## src/rtl/ysyx_25020037_icache_pkg.sv

```systemverilog
// Shared geometry, state encoding and line payload for the direct-mapped instruction cache.
package ysyx_25020037_icache_pkg;

    localparam int unsigned XLEN    = 32;
    localparam int unsigned INDEX_W = 4;
    localparam int unsigned TAG_W   = XLEN - INDEX_W - 2;
    localparam int unsigned LINES   = 1 << INDEX_W;

    typedef enum logic [1:0] {
        IC_IDLE   = 2'b00,
        IC_LOOKUP = 2'b01,
        IC_REFILL = 2'b10
    } ic_state_e;

    typedef struct packed {
        logic             valid;
        logic [TAG_W-1:0] tag;
        logic [XLEN-1:0]  data;
    } ic_line_t;

endpackage

```

## src/rtl/ysyx_25020037_icache_if.sv

```systemverilog
// IFU <-> icache lookup, fill-snoop and counter signals.
interface ysyx_25020037_icache_if;
    import ysyx_25020037_icache_pkg::*;

    logic            icache_req;
    logic [XLEN-1:0] addr;
    logic            fence_i;
    logic [XLEN-1:0] mem_rdata;
    logic            mem_ready;
    logic            icache_hit;
    logic [XLEN-1:0] icache_data;
    logic            mem_req;
    logic            icache_ready;
    logic [XLEN-1:0] hit_cnt;
    logic [XLEN-1:0] miss_cnt;

    modport master (
        output icache_req, addr, fence_i, mem_rdata, mem_ready,
        input  icache_hit, icache_data, mem_req, icache_ready, hit_cnt, miss_cnt
    );

    modport slave (
        input  icache_req, addr, fence_i, mem_rdata, mem_ready,
        output icache_hit, icache_data, mem_req, icache_ready, hit_cnt, miss_cnt
    );

endinterface

```

## src/rtl/ysyx_25020037_icache_array.sv

```systemverilog
// Valid/tag/data line storage: one combinational read port, one write port, flash invalidate.
module ysyx_25020037_icache_array
    import ysyx_25020037_icache_pkg::*;
(
    input  logic               clk,
    input  logic               rst,
    input  logic [INDEX_W-1:0] rd_idx,
    output ic_line_t           rd_line,
    input  logic               wr_en,
    input  logic [INDEX_W-1:0] wr_idx,
    input  logic [TAG_W-1:0]   wr_tag,
    input  logic [XLEN-1:0]    wr_data,
    input  logic               flush
);

    logic [LINES-1:0] valid_q;
    logic [TAG_W-1:0] tag_q  [LINES];
    logic [XLEN-1:0]  data_q [LINES];

    // A fill in the same cycle as a flush keeps its own line valid.
    always_ff @(posedge clk or negedge rst) begin
        if (!rst) begin
            valid_q <= '0;
        end else begin
            if (flush) valid_q <= '0;
            if (wr_en) valid_q[wr_idx] <= 1'b1;
        end
    end

    always_ff @(posedge clk) begin
        if (wr_en) begin
            tag_q[wr_idx]  <= wr_tag;
            data_q[wr_idx] <= wr_data;
        end
    end

    assign rd_line = '{valid: valid_q[rd_idx], tag: tag_q[rd_idx], data: data_q[rd_idx]};

endmodule

```

## src/rtl/ysyx_25020037_icache.sv

```systemverilog
// Direct-mapped one-word-line icache: lookup FSM, refill snoop and hit/miss counters.
module ysyx_25020037_icache
    import ysyx_25020037_icache_pkg::*;
(
    input  logic                    clk,
    input  logic                    rst,
    ysyx_25020037_icache_if.slave   bus
);

    ic_state_e          state_q, state_d;
    logic [XLEN-1:0]    req_addr_q;
    logic [XLEN-1:0]    hit_cnt_q, miss_cnt_q;
    logic [INDEX_W-1:0] req_idx;
    logic [TAG_W-1:0]   req_tag;
    ic_line_t           line_c;
    logic               hit_c;
    logic               fill_c;
    logic               icache_hit_c, mem_req_c, icache_ready_c;
    logic [XLEN-1:0]    icache_data_c;
    logic               unused_addr_bits;

    assign req_idx          = req_addr_q[INDEX_W+1:2];
    assign req_tag          = req_addr_q[XLEN-1:INDEX_W+2];
    assign unused_addr_bits = ^req_addr_q[1:0];

    ysyx_25020037_icache_array u_array (
        .clk     (clk),
        .rst     (rst),
        .rd_idx  (req_idx),
        .rd_line (line_c),
        .wr_en   (fill_c),
        .wr_idx  (req_idx),
        .wr_tag  (req_tag),
        .wr_data (bus.mem_rdata),
        .flush   (bus.fence_i)
    );

    assign hit_c = line_c.valid && (line_c.tag == req_tag);

    // Next state and Moore-style handshake decode.
    always_comb begin
        state_d        = state_q;
        icache_hit_c   = 1'b0;
        icache_data_c  = '0;
        mem_req_c      = 1'b0;
        icache_ready_c = 1'b0;
        fill_c         = 1'b0;
        unique case (state_q)
            IC_IDLE: begin
                if (bus.icache_req) state_d = IC_LOOKUP;
            end
            IC_LOOKUP: begin
                if (hit_c) begin
                    icache_hit_c  = 1'b1;
                    icache_data_c = line_c.data;
                    state_d       = IC_IDLE;
                end else begin
                    mem_req_c = 1'b1;
                    state_d   = IC_REFILL;
                end
            end
            IC_REFILL: begin
                icache_ready_c = 1'b1;
                if (bus.mem_ready) begin
                    fill_c  = 1'b1;
                    state_d = IC_IDLE;
                end
            end
            default: state_d = IC_IDLE;
        endcase
    end

    always_ff @(posedge clk or negedge rst) begin
        if (!rst) begin
            state_q    <= IC_IDLE;
            req_addr_q <= '0;
            hit_cnt_q  <= '0;
            miss_cnt_q <= '0;
        end else begin
            state_q <= state_d;
            if (state_q == IC_IDLE && bus.icache_req) req_addr_q <= bus.addr;
            if (state_q == IC_LOOKUP) begin
                if (hit_c) hit_cnt_q  <= hit_cnt_q + XLEN'(1);
                else       miss_cnt_q <= miss_cnt_q + XLEN'(1);
            end
        end
    end

    assign bus.icache_hit   = icache_hit_c;
    assign bus.icache_data  = icache_data_c;
    assign bus.mem_req      = mem_req_c;
    assign bus.icache_ready = icache_ready_c;
    assign bus.hit_cnt      = hit_cnt_q;
    assign bus.miss_cnt     = miss_cnt_q;

endmodule

```

## src/flat_wrapper.sv

```systemverilog
// flat-port wrapper written by rule: the top's interface ports become plain ports
module ysyx_25020037_icache_flat import ysyx_25020037_icache_pkg::*;
  (clk, rst, bus_icache_req, bus_addr, bus_fence_i, bus_mem_rdata, bus_mem_ready, bus_icache_hit, bus_icache_data, bus_mem_req, bus_icache_ready, bus_hit_cnt, bus_miss_cnt);
  ysyx_25020037_icache_if bus_i ();
  input  logic clk;
  input  logic rst;
  input wire logic [$bits(bus_i.icache_req)-1:0] bus_icache_req;
  input wire logic [$bits(bus_i.addr)-1:0] bus_addr;
  input wire logic [$bits(bus_i.fence_i)-1:0] bus_fence_i;
  input wire logic [$bits(bus_i.mem_rdata)-1:0] bus_mem_rdata;
  input wire logic [$bits(bus_i.mem_ready)-1:0] bus_mem_ready;
  output wire logic [$bits(bus_i.icache_hit)-1:0] bus_icache_hit;
  output wire logic [$bits(bus_i.icache_data)-1:0] bus_icache_data;
  output wire logic [$bits(bus_i.mem_req)-1:0] bus_mem_req;
  output wire logic [$bits(bus_i.icache_ready)-1:0] bus_icache_ready;
  output wire logic [$bits(bus_i.hit_cnt)-1:0] bus_hit_cnt;
  output wire logic [$bits(bus_i.miss_cnt)-1:0] bus_miss_cnt;
  assign bus_i.icache_req = bus_icache_req;
  assign bus_i.addr = bus_addr;
  assign bus_i.fence_i = bus_fence_i;
  assign bus_i.mem_rdata = bus_mem_rdata;
  assign bus_i.mem_ready = bus_mem_ready;
  assign bus_icache_hit = bus_i.icache_hit;
  assign bus_icache_data = bus_i.icache_data;
  assign bus_mem_req = bus_i.mem_req;
  assign bus_icache_ready = bus_i.icache_ready;
  assign bus_hit_cnt = bus_i.hit_cnt;
  assign bus_miss_cnt = bus_i.miss_cnt;
  ysyx_25020037_icache u_core (.clk(clk), .rst(rst), .bus(bus_i));
endmodule
```

## config.mk

```make
export PLATFORM = sky130hd
export DESIGN_NAME = ysyx_25020037_icache_flat
export DESIGN_NICKNAME = d
export VERILOG_FILES = /design/src/rtl/ysyx_25020037_icache_pkg.sv /design/src/rtl/ysyx_25020037_icache_if.sv /design/src/rtl/ysyx_25020037_icache_array.sv /design/src/rtl/ysyx_25020037_icache.sv /design/src/flat_wrapper.sv
export SDC_FILE = /design/constraint.sdc
export NUM_CORES = 1
export LEC_CHECK = 0
export ABC_AREA = 1
export BUFFER_PORTS_ARGS = -buffer_cell sky130_fd_sc_hd__buf_2
export CAP_MARGIN = 0
export CORE_MARGIN = 4
export CORE_UTILIZATION = 60
export CTS_BUF_LIST = sky130_fd_sc_hd__clkbuf_16
export CTS_CLUSTER_DIAMETER = 200
export DETAILED_ROUTE_END_ITERATION = 16
export PLACE_DENSITY = 0.83
export SLEW_MARGIN = 5
export SYNTH_ARGS = -nofsm -noshare
export SYNTH_HDL_FRONTEND = slang
export SYNTH_SLANG_ARGS = --single-unit
```

## constraint.sdc

```tcl
create_clock -name clk -period 5.5 [get_ports clk]
set_input_delay 0 -clock clk [delete_from_list [all_inputs] [get_ports clk]]
set_output_delay 0 -clock clk [all_outputs]
set_load 0.03 [all_outputs]
```

Word-level counts from Yosys, hierarchy flattened
Memories as Yosys holds them, arrays and structs flattened.
Cells that the tools add are included.
{"block": "op_classes", "add_sub_neg": 2, "n_lt_le_gt_ge": 2, "n_eq_ne": 5, "mux": 21, "n_bitwise": 2, "reduce_logical": 7}
{"op": "32-bit by 1-bit adder with 32-bit output (second input constant)", "n": 2}
{"op": "32-bit 2-to-1 mux", "n": 2}
{"op": "16-bit 2-to-1 mux", "n": 2}
{"op": "26-bit == test", "n": 1}
{"op": "16-bit OR", "n": 1}
{"op": "1-bit 2-to-1 mux", "n": 11}
{"op": "2-bit 2-to-1 mux", "n": 3}
{"op": "2-bit case mux with 3 select lines", "n": 1}
{"op": "2-bit AND reduction", "n": 3}
{"op": "4-bit by 5-bit less-than comparator with 1-bit output (second input constant)", "n": 1}
{"op": "1-bit binary-select mux with 4-bit select", "n": 1}
{"op": "1-bit demux with 4-bit select", "n": 1}
{"op": "4-bit by 1-bit >= comparator with 1-bit output (second input constant)", "n": 1}
{"op": "2-bit inequality test (second input constant)", "n": 2}
{"op": "1-bit logical AND", "n": 3}
{"op": "2-bit by 1-bit == test with 1-bit output (second input constant)", "n": 1}
{"op": "2-bit == test (second input constant)", "n": 1}
{"op": "2-bit zero test", "n": 1}
{"op": "1-bit NOT", "n": 1}
{"block": "word_totals", "ff_bits": 114, "ramBits": 928, "in_bits": 69, "output_inout_bits": 99, "memories": 2}
{"name": "u_core.u_array.data_q", "depth": 16, "word_bits": 32, "read_ports": 1, "rd_ports_with_merged_regs": 0, "wr": 1, "line": "ysyx_25020037_icache_array.sv:18", "rtl": "logic [XLEN-1:0] data_q [LINES];"}
{"name": "u_core.u_array.tag_q", "depth": 16, "word_bits": 26, "read_ports": 1, "rd_ports_with_merged_regs": 0, "wr": 1, "line": "ysyx_25020037_icache_array.sv:17", "rtl": "logic [TAG_W-1:0] tag_q [LINES];"}

Depth between registers and ports, before layout
Gate-level depths: netlist of run 1.
{"block": "logic_depth", "depth_word": 6, "ltp_mapped": 21, "depth_no_buf": 18}

By module
From an unflattened synthesis of run 1, not the netlist that was laid out.
{"block": "hier_totals", "hier_cells": 4888, "area_unflattened_um2": 47184.0}
{"mod": "ysyx_25020037_icache_array", "instances": 1, "cells_each": 3853, "area_per_inst_um2": 40400.0}
{"mod": "ysyx_25020037_icache", "instances": 1, "cells_each": 1035, "area_per_inst_um2": 6784.0}

Least setup slack after synthesis of run 1
OpenSTA, ideal clock, no wires.
{"block": "synth_path", "kind": "flip-flop to flip-flop", "from": "register u_core.req_addr_q[2]", "to": "memory u_core.u_array.data_q[11][0] (enable)", "setup_time_ps": 474, "t_arrival_ps": 3899, "required_ps": 5026, "slack_ps": 1127, "path_stages_with_launch": 8, "synth_period_minus_slack_ps": 4373, "path_cell_list": "dfrtp_1 -> buf_2 -> buf_2 -> nand2_1 -> clkbuf_1 -> clkbuf_1 -> buf_1 -> nor2_1"}
{"item": "start, declared", "line": "ysyx_25020037_icache.sv:11", "rtl": "logic [XLEN-1:0] req_addr_q;"}
{"item": "start signal, assigned", "line": "ysyx_25020037_icache.sv:81", "rtl": "if (state_q == IC_IDLE && bus.icache_req) req_addr_q <= bus.addr;"}
{"item": "end, declared", "line": "ysyx_25020037_icache_array.sv:18"}
Straight into the memory's write port.

Worst setup path in the final report of run 1
{"block": "layout_path", "from": "register u_core.req_addr_q[3]", "to": "output bus_icache_data[7]"}
{"block": "layout_via", "elab_chain_len": 5, "elab_cells_between_ends": 8}
{"item": "memory 16 x 26 bit / 1-bit binary-select mux with 4-bit select (equally long branches)"}
{"item": "26-bit == test / 1-bit 2-to-1 mux (equally long branches)", "line": "ysyx_25020037_icache.sv:38, ysyx_25020037_icache_array.sv:37"}
{"item": "1-bit logical AND", "line": "ysyx_25020037_icache.sv:38", "rtl": "assign hit_c = line_c.valid && (line_c.tag == req_tag);"}
{"item": "32-bit 2-to-1 mux (*)", "line": "ysyx_25020037_icache.sv:53", "rtl": "if (hit_c) begin"}
{"item": "32-bit 2-to-1 mux (*)", "line": "ysyx_25020037_icache.sv:48", "rtl": "unique case (state_q)"}
{"item": "end, declared", "line": "flat_wrapper.sv:13", "rtl": "output wire logic [$bits(bus_i.icache_data)-1:0] bus_icache_data;"}
Mark *: on every way between the ends. The rest lies on a longest branch, timed or not. The select of a mux whose other input is x is not followed.

==> results of run 1 <==
==> flip-flops by register name (all words and copies together), names as in the netlist <==
name and flops:
u_core.bus.hit_cnt 32, u_core.bus.miss_cnt 32, u_core.req_addr_q 30, u_core.state_q 2
u_core.u_array.data_q 512, u_core.u_array.tag_q 416, u_core.u_array.valid_q 16
==> worst max-delay path: cells and delay by family, from the launching register on <==
family | cells | cell delay, ns
AOI/OAI and AO/OA | 1 | 0.09
buffers and inverters | 2 | 0.64
DFF | 1 | 0.68
and+or+nand+nor | 12 | 2.83
==> power groups by stage <==
stage | registers (W) | clock network [W] | logic [W]
floorplan | 0.00992 | 0 | 0.00398
global placement | 0.0101 | 0 | 0.00575
detailed placement | 0.0101 | 0 | 0.00589
CTS | 0.00999 | 0.00686 | 0.00603
global route | 0.0101 | 0.00726 | 0.00669
finish | 0.0100 | 0.00683 | 0.00615
==> cells by family after synthesis <==
logic type / count (synthesis) / synth area share [%]
xor gates and xnor gates: 60 / 1.263
AOI/OAI and AO/OA: 467 / 6.484
DFF: 1040 / 73.71
adders and majority gates: 2 / 0.06014
buffers and inverters: 256 / 2.460
and+or+nand+nor: 1672 / 16.02
==> cell usage in the layout, fill, tap and decap left out, types with 8 or more instances in the layout <==
cell / Yosys / layout
dfrtp_1: 112 / 110
bufinv_16: 0 / 12
buf_2: 47 / 164
nor2_1: 171 / 149
edfxtp_1: 928 / 928
clkinv_2: 0 / 14
a21oi_1: 11 / 11
nand2_1: 1256 / 1255
dlygate4sd3_1: 0 / 66
buf_4: 1 / 54
xnor2_1: 17 / 17
nor3_1: 36 / 36
clkbuf_16: 0 / 99
nor4_1: 13 / 13
o21ai_0: 174 / 174
xor2_1: 43 / 43
nand3_1: 144 / 143
o21bai_1: 8 / 8
nand4_1: 48 / 48
clkinv_1: 1 / 19
o22ai_1: 272 / 272
nor2_4: 0 / 22
inv_1: 75 / 104
==> final cells by class <==
type / count / area, µm²
fillers: 4488 / 21090
multi-input cells: 2201 / 10100
flip-flops and latches: 1040 / 30680
clock buffers: 99 / 2477
clock inverters: 87 / 819.5
diodes: 4 / 10.01
inverters: 81 / 314.1
well taps: 931 / 1165
repair buffers: 292 / 2054
==> metrics by stage <==
step | std cells | power [W] | hold WS, ns | utilization [%] | setup slack [ns]
after global routing | 4732 | 0.02401 | 0.04761 | 69.29 | 0.3557
final | 4735 | 0.02299 | 0.03249 | 69.30 | 0.5276
after floorplan | 3497 | 0.01390 | -0.2956 | - | 1.127
after global placement | 4478 | 0.01585 | 0.07316 | 63.49 | 1.356
after detailed placement | 4478 | 0.01603 | 0.07091 | 63.49 | 1.210
after CTS | 4731 | 0.02287 | 0.009807 | 69.29 | 0.6113
==> how the worst max path moves through the flow <==
stage | from | end | slack, ns | cells after the start
6_report | u_core.req_addr_q[3] | bus_icache_data[7] | 0.53 | 15
3_5_place_dp | u_core.req_addr_q[3] | u_core.bus.hit_cnt[21] | 1.21 | 16
3_3_place_gp | u_core.req_addr_q[3] | u_core.bus.hit_cnt[10] | 1.36 | 16
4_1_cts | u_core.req_addr_q[3] | bus_icache_data[7] | 0.61 | 15
5_1_grt | u_core.req_addr_q[3] | bus_icache_data[7] | 0.36 | 15
2_1_floorplan | u_core.req_addr_q[2] | u_core.u_array.data_q[11][0] | 1.13 | 7
==> layer usage <==
metal,share of wire [%],up-vias,routed length [µm]
met5,0.021,-,23
met4,3.2,6,3423
met3,11,279,11530
met2,49,2011,52200
met1,37,13960,39960
li1,-,12840,-
==> repair_timing <==
item,4_1_cts,5_1_grt
buffers inserted,0,0
setup endpoints to repair,0,0
hold buffers,67,0
hold endpoints to repair,600,0
==> flow_summary.json, run 1 <==
{
  "rsz0062_at_grt": "false",
  "ys.flop_type": "edfxtp_1",
  "cts_root_buffer": "clkbuf_16",
  "clockPowerShare_pct": 29.7,
  "r2r-start": "u_core.req_addr_q[3]",
  "r2r_cells": 16,
  "cp_slowest_cell": "nor2_4",
  "peakVddDrop_mv": 0.4262,
  "final_layout_size_suffix_gt1_share_pct": 10.47,
  "synth_edf_count": 928,
  "core_um2": 68710,
  "synth_cell_types": 26,
  "r2r-end": "u_core.bus.hit_cnt[4]",
  "arrival_ns": 4.97,
  "syn2layout_area_growth_pct": 14.44,
  "hold_path_class": "in2reg",
  "critPathMaxStageDelay_ns": 0.89,
  "critPathKind": "reg2out",
  "clk-insertion-delay-late_ns": 0.69,
  "fin_nets": 3786,
  "post-synth-top-count-cell": "nand2_1",
  "relSlewSlack_pct": 25.19,
  "switchingPower_w": 0.008067,
  "yosys_warnings": 0,
  "fmax_ghz": 0.2011,
  "portBuffers": 165,
  "wl_per_cell_um": 22.63,
  "cp_cell_sequence": "nor2_4 -> buf_4 -> nand2_1 -> nand3_1 -> nand2_1 -> nand2_1 -> o21ai_0 -> nand2_1 -> nand2_1 -> nor2_1 -> nand2_1 -> nor2_1 -> nand3_4 -> nor2_1 -> buf_2",
  "dp_hpwl_um": 56580,
  "synth_common_cells": "1256 x nand2_1, 928 x edfxtp_1, 272 x o22ai_1, 174 x o21ai_0, 171 x nor2_1",
  "global_route.usage.met3_pct": 4.835,
  "clock_path_buffers": 3,
  "cts_tree": "built",
  "ys_seq_area_share_pct": 73.71,
  "cp-end-kind": "output port",
  "dieArea_um2": 73620,
  "h-tree-depth": 3,
  "grt_pass1_wl_um": 163200,
  "p_seq_share_pct": 43.5,
  "path_common_cell": "nand2_1",
  "finalInstanceArea_um2": 47620,
  "finalCritPeriodShare_pct": 90.41,
  "grtUsageMet2_pct": 46.68,
  "synth_nets": 3568,
  "ios": 168,
  "maxCapViolCount": 0,
  "clkSinkCount": 1040,
  "setup_viol": 0,
  "std_cell_rows": 96,
  "reg2reg_setup_slack_ns": 1.00,
  "first_global_vias": 28070,
  "overflow": 0,
  "start_util_pct": 60.56,
  "p_leak_nw": 18.20,
  "synthTopCellsByArea": "edfxtp_1 67%, nand2_1 11%, dfrtp_1 6.7%",
  "synth_top_area_cell": "edfxtp_1",
  "drt_first_pass_iters": 7,
  "vias": 29090,
  "slew_viol_final": 0,
  "path_clk_slew_ns": 0.07,
  "avgViaCountPerCell": 6.144,
  "setup.worst_path.start_class": "register",
  "internal-power_w": 0.01492,
  "combPwrFrac_pct": 26.8,
  "yosysTopAreaCellShare_pct": 66.98,
  "postSynthAreaPerCell_um2": 11.90,
  "tns_ns": 0,
  "path_max_fanout": 34,
  "swShare_pct": 35.09,
  "skew_ns": 0.05012,
  "dpl_cell_area_um2": 43620,
  "use_met1_pct": 39.49,
  "globalplace.congestion": 0.9531,
  "synthesis.area_um2": 41610,
  "drt-initial-drc-count": 4419,
  "grt_max_degree": 154,
  "grtUsageTotal_pct": 28.63,
  "hold_viol_final": 0,
  "holdPathStages": 4,
  "min_from": "bus_icache_req",
  "synth-seq-cells": 1040,
  "holdPathEnd": "u_core.req_addr_q[24]",
  "numCtsBuffers": 99,
  "async_flop_share_pct": 10.77,
  "antenna_found_initial": 5,
  "cts-resized-gates": 0,
  "syn_inst": 3497,
  "die_w_um": 271.3,
  "drc": 0,
  "powerDensity_nw_per_um2": 482.8,
  "postRouteAntennaNets": 0,
  "status": "complete, no violations",
  "tightest_slew_ns": 1.119,
  "top_usage_layer": "met2",
  "die_y_um": 271.3,
  "period_minus_slack_ns": 4.972,
  "wl_um": 107100,
  "worstPathRequired_ns": 5.50
}
Note: power is estimated with default switching activity, not from simulation.
==> run 2: changes to the inputs <==
--- a/config.mk
+++ b/config.mk
@@ -14,3 +14,5 @@
 export CTS_CLUSTER_DIAMETER = 200
+export CTS_CLUSTER_SIZE = 20
 export DETAILED_ROUTE_END_ITERATION = 16
+export GPL_ROUTABILITY_DRIVEN = 0
 export PLACE_DENSITY = 0.83
==> constraint.sdc (replaced) <==
create_clock -name clk -period 5.5 [get_ports clk]
set_input_delay 1.1 -clock clk [delete_from_list [all_inputs] [get_ports clk]]
set_output_delay 1.1 -clock clk [all_outputs]
set_load 0.03 [all_outputs]
==> run 2 against run 1 <==
- worst setup slack got worse by 0.38 ns
- non-clock buffer count down 52
- total power down 10%
- largest cell class unchanged
- sequential power about the same
- clock skew fell by 0.010 ns
- via count is 3.0% lower
- worst hold slack better by 0.46 ns
- clock power decreased by 36%
==> flow_summary.json, run 2 (synthesis gave the netlist of run 1 again) <==
{
  "status": "complete, no violations",
  "tightest_slew_ns": 1.045,
  "overflow": 0,
  "tns_ns": 0,
  "most-common-layout-cells": "1255 x nand2_1, 928 x edfxtp_1, 272 x o22ai_1",
  "finalInstanceArea_um2": 45640,
  "path_max_fanout": 17,
  "wl_per_cell_um": 22.60,
  "syn2layout_area_growth_pct": 9.695,
  "h-tree-depth": 2,
  "skew_ns": 0.03977,
  "clk-insertion-delay-late_ns": 0.67,
  "final_common_cell": "nand2_1",
  "rsz0062_at_grt": "false",
  "avgViaCountPerCell": 6.122,
  "hold_ws_ns": 0.4929,
  "clock_path_buffers": 3,
  "critPathMaxStageDelay_ns": 0.81,
  "p_seq_share_pct": 48.3,
  "period_minus_slack_ns": 5.354,
  "reg_top3": "u_core.u_array.data_q (512), u_core.u_array.tag_q (416)",
  "vias": 28230,
  "std_cell_rows": 96,
  "grtUsageTotal_pct": 27.68,
  "cp_top_family": "simple AND/OR/NAND/NOR gates",
  "drc": 0,
  "dp_cells": 4486,
  "relSlewSlack_pct": 30.25,
  "clkSinkCount": 1040,
  "grt_pass1_wl_um": 157600,
  "grt_max_degree": 115,
  "hold_viol_final": 0,
  "swShare_pct": 36.75,
  "ios": 168,
  "die_w_um": 271.3,
  "largest_reg_flops": 512,
  "cp_num_buf_inv": 2,
  "drt-initial-drc-count": 4123,
  "start_util_pct": 60.56,
  "dieArea_um2": 73620,
  "reg2reg_setup_slack_ns": 1.64,
  "numCtsBuffers": 57,
  "path_clk_slew_ns": 0.09,
  "worstPathRequired_ns": 4.40,
  "portBuffers": 165,
  "final_layout_size_suffix_gt1_share_pct": 9.235,
  "maxCapViolCount": 0,
  "clockPowerShare_pct": 21.0,
  "arrival_ns": 4.25,
  "setup_viol": 0,
  "drt_first_pass_iters": 8,
  "cts_tree": "built",
  "cp_slowest_cell": "nor2_2",
  "die_y_um": 271.3,
  "internal-power_w": 0.01305,
  "fmax_ghz": 0.1868,
  "slew_viol_final": 0,
  "postRouteAntennaNets": 0,
  "cp-end-kind": "output port",
  "peakVddDrop_mv": 0.5435,
  "antenna_found_initial": 11,
  "p_leak_nw": 17.31,
  "dpl_cell_area_um2": 43820,
  "core_um2": 68710,
  "switchingPower_w": 0.007583,
  "setup.worst_path.start_class": "register",
  "path_common_cell": "nand2_1",
  "wl_um": 104200,
  "finalNonFillerCells": 4612,
  "dp_hpwl_um": 56530,
  "critPathKind": "reg2out",
  "combPwrFrac_pct": 30.7,
  "fin_nets": 3694,
  "first_global_vias": 27150,
  "powerDensity_nw_per_um2": 452.1,
  "cp_cell_sequence": "inv_1 -> nor2_2 -> nand2_1 -> nand2_1 -> nor2_1 -> nand2_1 -> nand2_1 -> nor2_1 -> nand3_1 -> nor2_4 -> nand3_4 -> nor2_1 -> buf_2",
  "top_register": "u_core.u_array.data_q",
  "finalCritPeriodShare_pct": 97.35,
  "cts_root_buffer": "clkbuf_16",
  "hold_path_class": "in2async"
}
-- run 2: cell count changes in the layout (fill, tap and decap cells not counted), moves of 12 or more --
cell and delta:
buf_12 +12, clkbuf_16 -42, clkinv_2 -14, clkinv_1 -19
dlygate4sd3_1 -66, inv_1 +17, bufinv_16 -12
-- run 2: power groups by stage --
stage / sequential [W] / clock, W / combinational (W)
floorplan: 0.00992 / 0 / 0.00398
global placement: 0.0101 / 0 / 0.00590
detailed placement: 0.0101 / 0 / 0.00607
CTS: 0.00994 / 0.00435 / 0.00619
global route: 0.0100 / 0.00469 / 0.00689
finish: 0.00996 / 0.00434 / 0.00633
-- run 2: per-layer routing --
| layer | routed length [µm] | GRT usage (%) |
|---|---|---|
| met3 | 12130 | 5.232 |
| met5 | 41 | 0 |
| met4 | 3297 | 9.361 |
| met2 | 49890 | 44.99 |
| met1 | 38850 | 38.32 |
-- run 2: stage by stage --
stage          total power [W]  util, %  setup slack [ns]
2_1_floorplan          0.01390        -            0.9431
3_3_place_gp           0.01597    63.78            0.5312
3_5_place_dp           0.01618    63.78            0.4695
4_1_cts                0.02048    66.35            0.1157
5_1_grt                0.02160    66.41           0.03327
6_report               0.02063    66.43            0.1457
-- run 2: area by class of cell --
class	count	area [µm²]
antenna	10	25.02
clock buffer	57	1426
fill	4704	23070
tap	931	1165
inverter	81	316.6
multi-input combinational	2203	10140
timing repair buffer	240	1640
sequential	1040	30680
clock inverter	50	252.7
-- run 2: timing repair --
action,4_1_cts,5_1_grt
setup buffers,4,3
resized for setup,7,2
cloned,2,0
pin swaps,2,1
hold buffers,0,0
endpoints found under the setup margin,33,29
-- run 2: worst reg2reg max path, delay by kind of cell (launching register included) --
kind | cells | cell delay, ns
flip-flops | 1 | 0.51
buffers and inverters | 2 | 0.65
AND/OR/NAND/NOR | 12 | 2.60
-- run 2: final timing paths --
| path | from | end | cells after the start |
|---|---|---|---|
| setup / recovery | u_core.req_addr_q[4] | bus_icache_data[0] | 13 |
| hold / removal | rst | u_core.bus.miss_cnt[30] | 1 |
| hold reg to reg | u_core.u_array.valid_q[11] | u_core.u_array.valid_q[11] | 2 |
| min in group clk | u_core.u_array.valid_q[11] | u_core.u_array.valid_q[11] | 2 |
| max in group asynchronous | rst | u_core.bus.miss_cnt[23] | 2 |
| setup reg to reg | u_core.req_addr_q[4] | u_core.bus.hit_cnt[13] | 14 |
